**src/rtl/wb_stream_splitter.sv**
```systemverilog
// Routes one parameter AXI-Stream into NUM_SEG consecutive segments, one output stream each.
// Segment byte lengths and the PS/PL source come from a short config stream captured before every job.
module wb_stream_splitter #(
    parameter int DATA_W  = 128,
    parameter int NUM_SEG = 2,
    parameter int LEN_W   = 31
) (
    input  logic                      clk,
    input  logic                      rst_n,
    input  logic                      s_axis_cfg_tvalid,
    output logic                      s_axis_cfg_tready,
    input  logic [31:0]               s_axis_cfg_tdata,
    input  logic                      s_axis_tvalid,
    output logic                      s_axis_tready,
    input  logic [DATA_W-1:0]         s_axis_tdata,
    output logic [NUM_SEG-1:0]        m_axis_tvalid,
    input  logic [NUM_SEG-1:0]        m_axis_tready,
    output logic [NUM_SEG*DATA_W-1:0] m_axis_tdata,
    output logic [NUM_SEG-1:0]        m_axis_tlast,
    output logic                      job_done,
    output logic [7:0]                status
);

    localparam int BPB   = DATA_W / 8;
    localparam int SHIFT = $clog2(BPB);

    localparam logic [1:0] ST_CFG  = 2'd0;
    localparam logic [1:0] ST_RUN  = 2'd1;
    localparam logic [1:0] ST_DONE = 2'd2;

    // Valid/ready: a beat or config word transfers on a rising clk edge where both valid and
    // ready are high; valid outputs never depend on the matching ready input.

    logic [1:0]       state_q, state_d;
    logic [3:0]       cfg_cnt_q, cfg_cnt_d;
    logic [2:0]       seg_idx_q, seg_idx_d;
    logic [LEN_W-1:0] beat_cnt_q, beat_cnt_d;
    logic [LEN_W-1:0] len_b_q [NUM_SEG];
    logic [LEN_W-1:0] len_b_d [NUM_SEG];
    logic             src_pl_q, src_pl_d;

    logic [LEN_W-1:0] cur_len;
    logic             cur_ready;
    logic             is_last;
    logic             run;
    logic             beat_hs;
    logic             nxt_found;
    logic [2:0]       nxt_idx;

    function automatic logic [LEN_W-1:0] bytes_to_beats(input logic [LEN_W-1:0] bytes);
        logic [LEN_W:0] sum;
        sum = {1'b0, bytes} + (LEN_W+1)'(BPB - 1);
        return LEN_W'(sum >> SHIFT);
    endfunction

    always_comb begin
        cur_len   = '0;
        cur_ready = 1'b0;
        for (int i = 0; i < NUM_SEG; i++) begin
            if (3'(i) == seg_idx_q) begin
                cur_len   = len_b_q[i];
                cur_ready = m_axis_tready[i];
            end
        end
        run     = (state_q == ST_RUN);
        is_last = (beat_cnt_q == cur_len - LEN_W'(1));
        beat_hs = run && s_axis_tvalid && cur_ready;
    end

    always_comb begin
        state_d    = state_q;
        cfg_cnt_d  = cfg_cnt_q;
        seg_idx_d  = seg_idx_q;
        beat_cnt_d = beat_cnt_q;
        src_pl_d   = src_pl_q;
        nxt_found  = 1'b0;
        nxt_idx    = '0;
        for (int i = 0; i < NUM_SEG; i++) len_b_d[i] = len_b_q[i];

        case (state_q)
            ST_CFG: begin
                if (s_axis_cfg_tvalid) begin
                    for (int i = 0; i < NUM_SEG; i++) begin
                        if (4'(i) == cfg_cnt_q) len_b_d[i] = bytes_to_beats(s_axis_cfg_tdata[LEN_W-1:0]);
                    end
                    if (cfg_cnt_q == 4'd0) src_pl_d = s_axis_cfg_tdata[31];
                    cfg_cnt_d = cfg_cnt_q + 4'd1;
                    if (cfg_cnt_q == 4'(NUM_SEG - 1)) begin
                        // Descending scan leaves the lowest nonzero segment selected.
                        for (int i = NUM_SEG - 1; i >= 0; i--) begin
                            if (len_b_d[i] != '0) begin
                                nxt_found = 1'b1;
                                nxt_idx   = 3'(i);
                            end
                        end
                        if (src_pl_d || !nxt_found) begin
                            state_d = ST_DONE;
                        end else begin
                            state_d    = ST_RUN;
                            seg_idx_d  = nxt_idx;
                            beat_cnt_d = '0;
                        end
                    end
                end
            end
            ST_RUN: begin
                if (beat_hs) begin
                    if (is_last) begin
                        beat_cnt_d = '0;
                        for (int i = NUM_SEG - 1; i >= 0; i--) begin
                            if (3'(i) > seg_idx_q && len_b_q[i] != '0) begin
                                nxt_found = 1'b1;
                                nxt_idx   = 3'(i);
                            end
                        end
                        if (nxt_found) seg_idx_d = nxt_idx;
                        else           state_d   = ST_DONE;
                    end else begin
                        beat_cnt_d = beat_cnt_q + LEN_W'(1);
                    end
                end
            end
            ST_DONE: begin
                cfg_cnt_d = '0;
                state_d   = ST_CFG;
            end
            default: state_d = ST_CFG;
        endcase
    end

    always_ff @(posedge clk) begin
        if (!rst_n) begin
            state_q    <= ST_CFG;
            cfg_cnt_q  <= '0;
            seg_idx_q  <= '0;
            beat_cnt_q <= '0;
            src_pl_q   <= 1'b0;
            for (int i = 0; i < NUM_SEG; i++) len_b_q[i] <= '0;
        end else begin
            state_q    <= state_d;
            cfg_cnt_q  <= cfg_cnt_d;
            seg_idx_q  <= seg_idx_d;
            beat_cnt_q <= beat_cnt_d;
            src_pl_q   <= src_pl_d;
            for (int i = 0; i < NUM_SEG; i++) len_b_q[i] <= len_b_d[i];
        end
    end

    // Gating with rst_n keeps upstream from seeing a config word accepted while reset is held.
    always_comb begin
        s_axis_cfg_tready = rst_n && (state_q == ST_CFG);
        s_axis_tready     = run && cur_ready;
        job_done          = (state_q == ST_DONE);
        status            = {3'b000, seg_idx_q, state_q};
        m_axis_tvalid     = '0;
        m_axis_tlast      = '0;
        m_axis_tdata      = '0;
        for (int i = 0; i < NUM_SEG; i++) begin
            if (run && 3'(i) == seg_idx_q) begin
                m_axis_tvalid[i]                = s_axis_tvalid;
                m_axis_tlast[i]                 = is_last;
                m_axis_tdata[i*DATA_W +: DATA_W] = s_axis_tdata;
            end
        end
    end

endmodule

```
**config.mk**
```make
export PLATFORM = sky130hd
export DESIGN_NAME = wb_stream_splitter
export DESIGN_NICKNAME = d
export VERILOG_FILES = /design/src/rtl/wb_stream_splitter.sv
export SDC_FILE = /design/constraint.sdc
export NUM_CORES = 1
export LEC_CHECK = 0
export BUFFER_PORTS_ARGS = -buffer_cell sky130_fd_sc_hd__buf_4
export CAP_MARGIN = 5
export CORE_AREA = 2 2 171 173
export CTS_BUF_LIST = sky130_fd_sc_hd__clkbuf_4 sky130_fd_sc_hd__clkbuf_8 sky130_fd_sc_hd__clkbuf_16
export DETAILED_ROUTE_END_ITERATION = 8
export DIE_AREA = 0 0 173 175
export GPL_TIMING_DRIVEN = 0
export PLACE_DENSITY = 0.67
export SYNTH_ARGS = -nofsm -noshare
export SYNTH_HDL_FRONTEND = slang
export SYNTH_SLANG_ARGS = --single-unit
```
**constraint.sdc**
```tcl
create_clock -name clk -period 5.8 [get_ports clk]
set_input_delay 0.58 -clock clk [delete_from_list [all_inputs] [get_ports clk]]
set_output_delay 0.58 -clock clk [all_outputs]
set_load 0.01 [all_outputs]
```
Word level (Yosys, flattened, before mapping). Memory sizes are Yosys's and may differ from the RTL's. Index checks and enable logic that the tools add are counted.

Bits in registers: 41. Bits in writable memories: 62. Output and inout port bits: 271. Word-level logic and storage cells: 112. Memories: 1.

Memories: len_b_q (depth 2, bits a word 31, read ports 2, clocked after Yosys merged registers in 0, wr ports 2, RTL line 38) `logic [LEN_W-1:0] len_b_q [NUM_SEG];`.

$add $sub $neg: 4. $lt $le $gt $ge: 2. Equal/unequal tests: 13. Muxes and demuxes: 61. Bitwise operators: 2. Reductions and logical operators: 24.

Operators with widths (number): 31-bit two-way mux (15); 128-bit two-way mux (2); 62-bit two-way mux (2); 31-bit nonzero test (4); 31-bit one-hot mux with 2 select lines (1); 31-bit by 4-bit adder with 32-bit output, second input constant (1); 31-bit by 1-bit adder with 31-bit output, second input constant (1); 31-bit equality test (1); 31-bit by 1-bit subtractor with 31-bit output, second input constant (1); 3-bit two-way mux (8); 1-bit two-way mux (23); 2-bit two-way mux (6); 2-bit inequality test, second input constant (5); 5-bit AND reduction (2); 1-bit logical AND (8); 4-bit one-hot mux with 2 select lines (1); 7-bit AND reduction (1); 1-bit by 3-bit > comparator with 1-bit output, first input constant (2); 3-bit one-hot mux with 2 select lines (1); 4-bit by 1-bit adder with 4-bit output, second input constant (1); 1-bit by 4-bit equality test with 1-bit output, first input constant (1); 4-bit by 1-bit equality test with 1-bit output, second input constant (1); 4-bit zero test (1); 4-bit two-way mux (1); 12 further kinds (16).

Longest topological paths before layout.
Depth in word-level cells: 16. Gate-level depth with buffers: 16.

Least setup slack after synthesis. Ideal clock, no wire load.

Kind: reg-to-output. Start point: reg seg_idx_q[0]. End point: out m_axis_tlast[0]. Data arrival time: 3.658 ns. Required time: 5.220 ns. Slack: 1.562 ns. Stages on the path, launching flop included: 15. Buffers on the path: 5. Path through: dfxtp_1 > buf_2 > buf_2 > buf_2 > buf_2 > mux2i_1 > ha_1 > nand4_1 > a21oi_1 > or3b_1 > a211o_1 > nor4b_1 > and4b_1 > buf_4 > and2_1.

Cells in the longest elaborated chain, start to end: 6. Elaborated cells on any way between the ends: 8.

Ends and longest elaborated chain: start, declared (RTL line 36) `logic [2:0] seg_idx_q, seg_idx_d;`; start signal, assigned (RTL line 142) `seg_idx_q <= seg_idx_d;`; 3-bit zero test (RTL line 60, 159); 31-bit two-way mux (2 in series) (RTL line 60) `if (3'(i) == seg_idx_q) begin`; 31-bit by 1-bit subtractor with 31-bit output (RTL line 66) `is_last = (beat_cnt_q == cur_len - LEN_W'(1));`; 31-bit equality test (RTL line 66); 1-bit two-way mux * (RTL line 159) `if (run && 3'(i) == seg_idx_q) begin`; end, declared (RTL line 19) `output logic [NUM_SEG-1:0] m_axis_tlast,`.

Mark *: on every way between the ends. The rest lies on a longest branch, timed or not.

Worst setup path after layout. Same ends and word-level chain as after synthesis.

==> flow_summary.json <==
{
  "status": "completed",
  "peakVddDrop_v": 0.0001616,
  "die_h_um": 175,
  "fmax_mhz": 178.9,
  "path_class": "flop to output port",
  "final_hold_viol_count": 0,
  "tns_ps": 0,
  "avgSynthCellArea_um2": 7.541,
  "tightestPinTransition_ps": 1357,
  "drt-total-wl_um": 50360,
  "worstSkewPairLatency_ps": 370,
  "clock-skew-final_ps": 11.24,
  "grt_max_degree": 18,
  "rsz0062_at_grt": "false",
  "place.gp.congestion": 0.9881,
  "viasPerCell": 5.296,
  "port_buffers": 425,
  "drive_gt1_frac": 0.3067,
  "crit_path_end_kind": "output port",
  "post-place-ws_ps": 564.5,
  "synthTopCellsByCount": "and2_1, nor2_1, dfxtp_1, clkbuf_1, a211oi_1",
  "via_count": 10570,
  "synth_top_area_share": 0.2326,
  "r2r_end": "beat_cnt_q[22]",
  "initial_core_util": 0.3062,
  "hold-path-cell-count": 2,
  "fin_crit_sh": 0.9640,
  "place_area_um2": 12380,
  "hpwlAfterDp_um": 43520,
  "std_cell_rows": 62,
  "firstDrtPassIters": 5,
  "clockBufferDepth": 2,
  "final.min_clock_period_ps": 5591,
  "yosysTopAreaCell": "dfxtp_1",
  "synth_edf_count": 0,
  "area_growth_pct": 46.37,
  "hold_end": "src_pl_q",
  "cp_max_fo": 10,
  "die_area_um2": 30280,
  "cts-root-buf": "clkbuf_16",
  "cts_hold_buf": 0,
  "yosys.cell_count.top_type": "and2_1",
  "stdcell_area_um2": 12730,
  "syn_area_um2": 8695,
  "drc": 0,
  "relSlewSlack": 0.08864,
  "synthCells": 1153,
  "coreArea_um2": 28390,
  "r2r_cells": 17,
  "slew_violations": 0,
  "synth.area.top_cells": "dfxtp_1, and2_1, xnor2_1",
  "postSynth.asyncResetShare": 0,
  "nFillCells": 2947,
  "h-tree-depth": 3,
  "first_global_vias": 9858,
  "grt_pass1_wl_um": 70130,
  "ys.flop_type": "dfxtp_1",
  "yosysSeqAreaShare": 0.2326,
  "cts_made_buffers": 9,
  "worst-endpoint-arrival_ps": 5010,
  "hold_path.class": "flop to flop",
  "setup_violations": 0,
  "cts_tree": "built",
  "p_leak_nw": 5.418,
  "required_ps": 5220,
  "die_w_um": 173,
  "overflow": 0,
  "worstHoldStart": "src_pl_q",
  "cellPowerDensity_nw_per_um2": 314.5,
  "holdWs_ps": 465.3,
  "nets": 1767,
  "drv_cap": 0,
  "reg2reg_slack_ps": 680,
  "drtIter0Drc": 926,
  "antenna_found_initial": 24,
  "worst_slack_ps": 208.8,
  "r2r-start": "seg_idx_q[0]",
  "yosys_warnings": 0,
  "ant_nets": 0,
  "yosysUniqueCellTypes": 81,
  "routedWlPerCell_um": 25.23,
  "synth_seq_cells": 101,
  "startpoint_type": "flop",
  "track_usage": 0.3179,
  "clkTransAtPathRegs_ps": 80,
  "clock_sinks": 101,
  "final_core_util": 0.4482,
  "ios": 437
}
==> metal layers <==
metal | track usage | wire length, um | up-vias
met5 | 0 | 101 | -
met4 | 0.09110 | 1424 | 16
li1 | - | - | 4966
met1 | 0.3884 | 20130 | 4957
met3 | 0.1153 | 5391 | 66
met2 | 0.5248 | 23310 | 565
==> how the worst max path moves through the flow <==
stage,start,to,slack (ps),depth (start not counted)
detailed placement,seg_idx_q[0],beat_cnt_q[22],560,16
CTS,seg_idx_q[0],m_axis_tlast[0],140,15
global placement,seg_idx_q[0],m_axis_tlast[1],570,15
global route,seg_idx_q[0],m_axis_tlast[0],0.08,16
finish,seg_idx_q[0],m_axis_tlast[0],210,16
floorplan,seg_idx_q[0],m_axis_tlast[0],1560,14
==> cell type report <==
cell class | count | area (um2) | share of cell area
clock buffers | 11 | 240.2 | 0.01888
inverters | 11 | 41.29 | 0.003245
multi-input cells | 962 | 6301 | 0.4951
diodes | 11 | 27.53 | 0.002163
well taps | 384 | 480.5 | 0.03775
clock inverters | 5 | 41.29 | 0.003245
plain buffers | 83 | 359.1 | 0.02822
repair buffers | 428 | 3213 | 0.2525
flip-flops and latches | 101 | 2022 | 0.1589
==> timing repair <==
action,CTS,global route
resized for setup,0,2
setup endpoints to repair,0,2
buffers inserted,0,3
==> critical path, cell delays in order (launching register included) <==
cell	delay, ps
dfxtp_1	560
buf_2	300
buf_2	320
buf_2	290
buf_2	330
mux2i_1	290
ha_1	290
nand4_1	110
buf_4	190
a21oi_1	210
or3b_1	380
a211o_1	310
nor4b_1	280
and4b_1	300
buf_4	200
and2_1	150
buf_4	120
==> state kept, by name, indices dropped and copies added (netlist names) <==
name        cells
len_b_q        62
beat_cnt_q     31
src_pl_q        1
state_q         2
cfg_cnt_q       4
seg_idx_q       1
==> through the flow <==
| step | total power [W] | cells |
|---|---|---|
| floorplan | 0.002337 | 1157 |
| global placement | 0.003344 | 1966 |
| detailed placement | 0.003360 | 1966 |
| CTS | 0.003959 | 1982 |
| global route | 0.004223 | 1989 |
| finish | 0.004002 | 1996 |
==> cells by family after synthesis <==
kind of cell,count (synthesis),share of synthesized area
mux,37,0.04303
flops,101,0.2326
compound gates,205,0.1767
xor+xnor,78,0.07857
other cells,1,0.0004313
fa+ha+maj,5,0.007195
buf+inv,94,0.04605
simple gates,632,0.4155
==> layout by cell type, fill, tap and decap left out, types with 4 or more instances in the layout <==
cell type,netlist,routed
buf_4,7,435
and2_1,277,277
nor2_1,102,102
dfxtp_1,101,101
clkbuf_1,58,58
a211oi_1,53,53
xnor2_1,52,52
nand2_1,47,47
nor3_1,39,39
a21oi_1,38,38
mux2i_1,34,34
nand3_1,27,27
xor2_1,26,26
nand4_1,23,23
nor4_1,23,23
and3_1,19,19
buf_2,17,17
or3_1,17,17
o21ai_0,14,14
o21a_1,13,13
a21boi_1,13,13
diode_2,0,11
inv_1,11,11
or4_1,11,11
clkbuf_16,0,9
o31ai_1,8,8
a31oi_1,8,8
a311oi_1,8,8
nand2b_1,7,7
nor3b_1,7,7
a21boi_0,5,5
ha_1,5,5
conb_1,1,5
nor2b_1,4,4
nor4_2,4,4
==> where the power goes <==
part,internal (W),switching (W)
Sequential,0.000792,0.000166
Combinational,0.00105,0.00140
Clock,0.000305,0.000289
No activity file was read; power rests on OpenSTA's default activity.
